==> src/rtl/cmd_response_receiver.sv <==
// Captures a 48-bit SD response from the CMD line: waits for the start bit,
// shifts the frame in MSB-first, checks CRC7 and framing, and enforces NCR timeout.
module cmd_response_receiver #(
  parameter int RESP_WIDTH = 48,
  parameter int TIMEOUT    = 64
) (
  input  logic                  iClock_SD,
  input  logic                  iReset,
  input  logic                  iEnable,
  input  logic                  iCrcCheck,
  input  logic                  iSerial,
  output logic [RESP_WIDTH-1:0] oParallel,
  output logic                  oComplete,
  output logic                  oBusy,
  output logic                  oCrcError,
  output logic                  oFrameError,
  output logic                  oTimeout
);

  localparam int TW = $clog2(TIMEOUT + 1);
  localparam logic [TW-1:0] TIMEOUT_LAST = TW'(TIMEOUT - 1);
  localparam logic [5:0]    LAST_BIT     = 6'(RESP_WIDTH - 1);
  localparam logic [5:0]    CRC_BITS     = 6'(RESP_WIDTH - 8);

  typedef enum logic [1:0] {
    IDLE,
    WAIT_START,
    RECEIVE,
    DONE
  } state_t;

  state_t                state;
  logic [RESP_WIDTH-2:0] shift_reg;
  logic [5:0]            bit_cnt;
  logic [6:0]            crc;
  logic [TW-1:0]         timeout_cnt;
  logic                  crc_en;
  logic [RESP_WIDTH-1:0] next_frame;

  // The MSB of the frame never needs storing: once 47 bits are held, the
  // 48th arrives straight from the line on the completing edge.
  assign next_frame = {shift_reg, iSerial};

  function automatic logic [6:0] crc7_next(input logic [6:0] c, input logic b);
    logic fb;
    fb = b ^ c[6];
    return {c[5:0], 1'b0} ^ (fb ? 7'h09 : 7'h00);
  endfunction

  always_ff @(posedge iClock_SD or negedge iReset) begin
    if (!iReset) begin
      state       <= IDLE;
      shift_reg   <= '0;
      bit_cnt     <= '0;
      crc         <= '0;
      timeout_cnt <= '0;
      crc_en      <= 1'b0;
      oParallel   <= '0;
      oComplete   <= 1'b0;
      oBusy       <= 1'b0;
      oCrcError   <= 1'b0;
      oFrameError <= 1'b0;
      oTimeout    <= 1'b0;
    end else begin
      case (state)
        IDLE: begin
          if (iEnable) begin
            state       <= WAIT_START;
            oBusy       <= 1'b1;
            oComplete   <= 1'b0;
            oCrcError   <= 1'b0;
            oFrameError <= 1'b0;
            oTimeout    <= 1'b0;
            crc_en      <= iCrcCheck;
            timeout_cnt <= '0;
            shift_reg   <= '0;
            bit_cnt     <= '0;
            crc         <= '0;
          end
        end
        WAIT_START: begin
          if (!iEnable) begin
            state       <= IDLE;
            oBusy       <= 1'b0;
            oComplete   <= 1'b0;
            oCrcError   <= 1'b0;
            oFrameError <= 1'b0;
            oTimeout    <= 1'b0;
          end else if (!iSerial) begin
            state     <= RECEIVE;
            shift_reg <= '0;
            bit_cnt   <= 6'd1;
            crc       <= crc7_next(7'h00, 1'b0);
          end else begin
            timeout_cnt <= timeout_cnt + 1'b1;
            if (timeout_cnt == TIMEOUT_LAST) begin
              state     <= DONE;
              oBusy     <= 1'b0;
              oComplete <= 1'b1;
              oTimeout  <= 1'b1;
            end
          end
        end
        RECEIVE: begin
          if (!iEnable) begin
            state       <= IDLE;
            oBusy       <= 1'b0;
            oComplete   <= 1'b0;
            oCrcError   <= 1'b0;
            oFrameError <= 1'b0;
            oTimeout    <= 1'b0;
          end else begin
            shift_reg <= next_frame[RESP_WIDTH-2:0];
            bit_cnt   <= bit_cnt + 1'b1;
            if (bit_cnt < CRC_BITS)
              crc <= crc7_next(crc, iSerial);
            // CRC covers only the 40 header bits, so it is final by now.
            if (bit_cnt == LAST_BIT) begin
              state       <= DONE;
              oParallel   <= next_frame;
              oComplete   <= 1'b1;
              oBusy       <= 1'b0;
              oCrcError   <= crc_en && (crc != next_frame[7:1]);
              oFrameError <= next_frame[RESP_WIDTH-2] || !next_frame[0];
            end
          end
        end
        DONE: begin
          if (!iEnable) begin
            state     <= IDLE;
            oComplete <= 1'b0;
          end
        end
        default: state <= IDLE;
      endcase
    end
  end

endmodule
==> config.mk <==
export PLATFORM = sky130hd
export DESIGN_NAME = cmd_response_receiver
export DESIGN_NICKNAME = d
export VERILOG_FILES = /design/src/rtl/cmd_response_receiver.sv
export SDC_FILE = /design/constraint.sdc
export NUM_CORES = 1
export LEC_CHECK = 0
export CORE_MARGIN = 5
export CORE_UTILIZATION = 25
export CTS_BUF_LIST = sky130_fd_sc_hd__clkbuf_4 sky130_fd_sc_hd__clkbuf_8
export CTS_CLUSTER_SIZE = 25
export DETAILED_ROUTE_END_ITERATION = 7
export PLACE_DENSITY = 0.48
export SKIP_CTS_REPAIR_TIMING = 1
export SKIP_LAST_GASP = 1
export SYNTH_ARGS = -nofsm -noshare
export SYNTH_HDL_FRONTEND = slang
export SYNTH_SLANG_ARGS = --single-unit
==> constraint.sdc <==
create_clock -name iClock_SD -period 5.35 [get_ports iClock_SD]
set_clock_uncertainty 0.2 [all_clocks]
set_input_delay 0.535 -clock iClock_SD [delete_from_list [all_inputs] [get_ports iClock_SD]]
set_output_delay 0.535 -clock iClock_SD [all_outputs]
set_load 0.02 [all_outputs]
==> qor.csv, run 1 <==
metric,value,unit
R2R Path Start,state[0],
Top-Level Pins,58,
RR Endpoint,oParallel[20],
Synth Area in Simple Gates,13.0,%
status,"finished, final reports clean",
Synth top area share,58.6,%
max reg flops,48,
Max rail drop VDD,204,µV
clock latency on the worst-skew pair,0.43,ns
fin cells,819,
Core ar.,20800,µm²
Die H,155,µm
port bufs,57,
XOR/XNOR Fraction of Synth Area,2.17,%
clock sinks,123,
clk root buf,clkbuf_8,
ANT cells,0,
crit path launch type,register,
Syn Nets,490,
Setup CP Type,register to register,
gr ovfl total,0,
depth of the CTS H-tree,4,
share of layout cells above drive strength 1,16.9,%
Max-cap violations,0,
largest net degree at the start of global routing,70,
wire per inst,13.2,µm
worst hold path type,primary input to async pin,
synth unique cells,38,
routability-driven placement congestion ratio,0.744,
TNS Setup,0,ns
1st-iter DRT viols,143,
antenna-violating nets left,0,
pwr dens,378,nW/µm²
Final Setup Violations,0,
Yosys reg bits,123,
mux cell area share after synthesis,11.4,%
worst-path cell chain,inv_1 -> ha_2 -> buf_4 -> nand4_4 -> mux2_2,
Worst Hold Slack,0.0101,ns
Die Footprint,24000,µm²
GR Util met2,15.4,%
GRT busiest layer,met2,
Clock Tree Buf Depth,2,
"commonest cells after routing, fill and taps aside","nand2_1, dfrtp_1, o21ai_0",
GRT Overall Usage,9.66,%
Routed WL,10.8,mm
DR DRC count,0,
crit share post-route,58.3,%
vias in the first global route,3608,
ranking of synthesized cells by area,"dfrtp_1, mux2_2, nand2_1",
Ys Warns,0,
Crit path required time,5.47,ns
Mapped Area,5250,µm²
GR Util met3,3.31,%
RSZ-0062 raised after global routing,false,
Synth Area in Compound Gates,9.03,%
Nets,544,
crit path DAT,3.24,ns
global-route wire length before repair,18.5,mm
post-synthesis sequential area ratio,58.6,%
Die W,155,µm
Syn Area/Cell,11.0,µm²
largest family of logic cells by synthesized area,simple AND/OR/NAND/NOR gates,
placed instance area,6040,µm²
DR vias,3499,
max frequency,0.320,GHz
post-route cell area,6500,µm²
FF-to-FF path depth,5,
Post-Synth Adder-Cell Area,1.91,%
grt met1 use,12.2,%
number of instances in the placed design,787,
slowest CP cell,nand4_4,
Max Slew Vio Count,0,
Final HPWL DP,7.12,mm
Worst setup startpoint,state[0],
Total Power,0.00246,W
initial antenna violation count,0,
Worst-path clk slew,0.08,ns
CP Max Fanout,66,
static leakage,2.93,nW
min cycle time layout,3.12,ns
Area Growth Syn to Fin,23.8,%
Num CTS Buffers,17,
Worst-Margin Slew,0.982,ns
Slew Limit Headroom,34.4,%
number of iterations in the first detailed-routing pass,4,
Mapped Cells,477,
r2r setup slk,2.23,ns
crit path capture type,register,
biggest area consumer among synthesized cells,dfrtp_1,
Rows,53,
Final Hold Fails,0,
TritonCTS clock tree,yes,
Starting Density,25.2,%
"Largest stage delay, worst path",0.91,ns
vias per std cell,4.27,
through the flow:
stage                     utilization [%]  setup WS (ns)
final                                31.2           2.23
after global routing                 31.2           1.92
after CTS                            31.2           2.11
after detailed placement             29.0           2.12
after global placement               29.0           2.26
after floorplan                         -           3.35
cell type report:
cell class	instances	area (µm²)
fill	2150	14300
sequential	123	3080
multi-input combinational	319	1980
timing repair buffer	61	598
tap	275	344
clock buffer	20	275
clock inverter	12	186
inverter	9	33.8
report_power, final:
group	internal [W]	switching, W
registers	0.000970	0.0000334
clock network	0.000549	0.000384
logic	0.000146	0.000377
cell usage after synthesis, drive strengths merged:
cell type  count
and2           1
o21ai         65
and4b          1
nand4          4
a21oi          5
and3b          1
mux2i          3
inv            9
o211ai         3
a21o           1
and3           3
buf           11
o21bai         1
and4           1
nand3         10
o31ai          3
o41ai          1
nand2        123
o32ai          1
a22o           2
ha             8
clkbuf        15
a31oi          2
dfrtp        123
xor2          13
nor3           2
mux2          49
nor2b          3
a21boi         1
nand2b         1
nor4           1
nor2          10
how the worst max path moves through the flow:
stage	depth (start not counted)	end
finish	5	oParallel[20]
global route	5	oParallel[39]
CTS	5	oParallel[41]
detailed placement	5	oParallel[41]
global placement	3	oParallel[7]
floorplan	7	oCrcError
kinds of logic (layout without fill, tap and decap cells):
group,after synthesis,in the layout
AOI/OAI and AO/OA,85,85
xor gates and xnor gates,13,13
adders and majority gates,8,8
buffers and inverters,35,102
DFF,123,123
muxes,52,52
and+or+nand+nor,161,161
worst max-delay path, delay by kind of cell, from the launching register on:
kind / cells / cell delay, ns
adder cells (fa/ha/maj): 1 / 0.18
buffers and inverters: 2 / 0.68
flip-flops: 1 / 0.42
multiplexers: 1 / 0.58
AND/OR/NAND/NOR: 1 / 0.91
per-layer routing:
layer  share of wire, %  up-vias
met2                 50       48
li1                   -     1718
met3                4.1        5
met1                 45     1728
met4               0.64        0
met5                  0        -
No activity file was read; power rests on OpenSTA's default activity.
==> run 2: changes to the inputs <==
==> constraint.sdc (replaced) <==
create_clock -name iClock_SD -period 3.24 [get_ports iClock_SD]
set_clock_uncertainty 0.2 [all_clocks]
set_input_delay 0.324 -clock iClock_SD [delete_from_list [all_inputs] [get_ports iClock_SD]]
set_output_delay 0.324 -clock iClock_SD [all_outputs]
set_load 0.02 [all_outputs]
==> run 2 against run 1 <==
Against the previous run:
- worst setup slack lost 1.6 ns
- final cell count increased by 0.49%
- design area rose by 0.65%
- hold slack improved by 0.27 ns
- maximum frequency is 20% higher
- global-route usage rose by 0.11 points
- clock power grew 58%
- sequential power up 66%
- via count is 0.63% higher
- largest power group unchanged
==> qor.csv, run 2 (synthesis results as in run 1) <==
metric,value,unit,change
status,"finished, final reports clean",,
initial antenna violation count,0,,unchanged
Filler Cells Inserted,2142,,-0.37%
Die Footprint,24000,µm²,unchanged
number of iterations in the first detailed-routing pass,5,,+1
clock latency on the worst-skew pair,0.44,ns,about the same
Setup CP Type,register to register,,
Worst Hold Slack,0.278,ns,+0.268 ns
Clock Tree Buf Depth,2,,unchanged
"Largest stage delay, worst path",0.54,ns,-0.37 ns
wire per inst,13.4,µm,+1.5%
antenna-violating nets left,0,,unchanged
Rows,53,,unchanged
crit path DAT,2.68,ns,-0.56 ns
Die H,155,µm,unchanged
TritonCTS clock tree,yes,,
static leakage,2.97,nW,+1.3%
R2R Path Start,state[0],,
Starting Density,25.2,%,unchanged
Final Setup Violations,0,,unchanged
routability-driven placement congestion ratio,0.783,,+5.3%
Top Layer Used,met4,,
Routed WL,11.1,mm,+2.0%
Max Slew Vio Count,0,,unchanged
Top-Level Pins,58,,unchanged
area taken by multi-input logic gates,1980,µm²,unchanged
RR Endpoint,crc[6],,
share of layout cells above drive strength 1,17.3,%,+0.42 points
met2 wire length,5.14,mm,-4.7%
1st-iter DRT viols,148,,+3.5%
max reg flops,48,,unchanged
pwr dens,616,nW/µm²,+63%
gr ovfl total,0,,unchanged
worst-path cell chain,inv_1 -> ha_2 -> buf_4 -> o211ai_1 -> o211ai_1 -> o21ai_0,,
Core ar.,20800,µm²,unchanged
Area Growth Syn to Fin,24.6,%,
worst hold path type,register to register,,
Num CTS Buffers,17,,unchanged
clock sinks,123,,unchanged
Slew Limit Headroom,36.0,%,+1.5 points
Worst Hold End,shift_reg[46],,
CP Max Fanout,63,,-4.5%
CP top delay family,compound AO/OA/AOI/OAI gates,,
"commonest cells after routing, fill and taps aside","nand2_1, dfrtp_1, o21ai_0",,
Final Hold Fails,0,,unchanged
Reg area,3080,µm²,unchanged
Die W,155,µm,unchanged
DR vias,3521,,+0.63%
ANT cells,0,,unchanged
Worst-path clk slew,0.07,ns,about the same
Critical path buffers and inverters,2,,unchanged
global-route wire length before repair,18.7,mm,+1.0%
RSZ-0062 raised after global routing,false,,
crit path launch type,register,,
Max-cap violations,0,,unchanged
slowest CP cell,buf_4,,
Nets,549,,+0.92%
most frequent CP cell,o211ai_1,,
crit path capture type,register,,
max frequency,0.384,GHz,+20%
depth of the CTS H-tree,4,,unchanged
crit share post-route,80.3,%,+22 points
Worst-Margin Slew,0.956,ns,-0.0254 ns
largest net degree at the start of global routing,69,,-1.4%
DR DRC count,0,,unchanged
Final HPWL DP,7.52,mm,+5.6%
Hold Startpoint,shift_reg[46],,
WP depth,6,,+1
M1 wire length,5.13,mm,+4.2%
met3 WL post-DR,563,µm,+25%
min cycle time layout,2.60,ns,-0.519 ns
GRT Overall Usage,9.77,%,+0.11 points
clk root buf,clkbuf_8,,
port bufs,57,,unchanged
FF-to-FF path depth,6,,+1
TNS Setup,0,ns,unchanged
Max rail drop VDD,256,µV,+26%
vias per std cell,4.28,,+0.14%
r2r setup slk,0.64,ns,-1.59 ns
vias in the first global route,3592,,-0.44%
Crit path required time,3.31,ns,-2.16 ns
WHS Path Cells,2,,
fin util,31.4,%,+0.20 points
-- run 2: cell types whose count changed in the layout (fill, tap and decap cells not counted), sizes merged --
cell / before / now
clkbuf: 20 / 25
buf: 5 / 9
clkinv: 4 / 2
clkinvlp: 3 / 1
bufinv: 4 / 3
dlygate4sd3: 0 / 1
inv: 10 / 9
-- run 2: metrics by stage --
step                      instances  power [W]  instance area, µm²  setup slack [ns]
after floorplan                 477    0.00235                5250              1.24
after global placement          791    0.00255                6090             0.754
after detailed placement        791    0.00258                6090             0.653
after CTS                       822    0.00408                6530             0.629
after global routing            823    0.00427                6540             0.431
final                           823    0.00403                6540             0.639
-- run 2: how the worst max path moves through the flow --
stage	slack, ns	from	end
floorplan	1.24	state[0]	oCrcError
global placement	0.75	state[0]	crc[1]
finish	0.64	state[0]	crc[6]
CTS	0.63	state[0]	crc[6]
detailed placement	0.65	state[0]	crc[6]
global route	0.43	state[0]	crc[6]
-- run 2: worst min-delay path, stage by stage, from the launching register on --
cell	delay, ns
dfrtp_1	0.34
nand2_1	0.05
o21ai_0	0.06
-- run 2: area by class of cell --
| type | instances | area share, % |
|---|---|---|
| clock buffer | 25 | 5.07 |
| clock inverter | 6 | 1.64 |
| inverter | 9 | 0.516 |
| multi-input combinational | 319 | 30.3 |
| sequential | 123 | 47.1 |
| tap | 275 | 5.26 |
| timing repair buffer | 66 | 10.1 |
-- run 2: where the power goes --
group	total (W)	internal [W]	switching (W)
Sequential	0.00166	0.00160	0.0000597
Combinational	0.000891	0.000260	0.000631
Clock	0.00147	0.000896	0.000578
Total	0.00403	0.00276	0.00127
-- run 2: layer usage --
| layer | up-vias | GRT usage [%] |
|---|---|---|
| met5 | - | 0 |
| met4 | 0 | 3.74 |
| met3 | 23 | 3.50 |
| met2 | 72 | 14.8 |
| li1 | 1722 | - |
| met1 | 1704 | 12.8 |
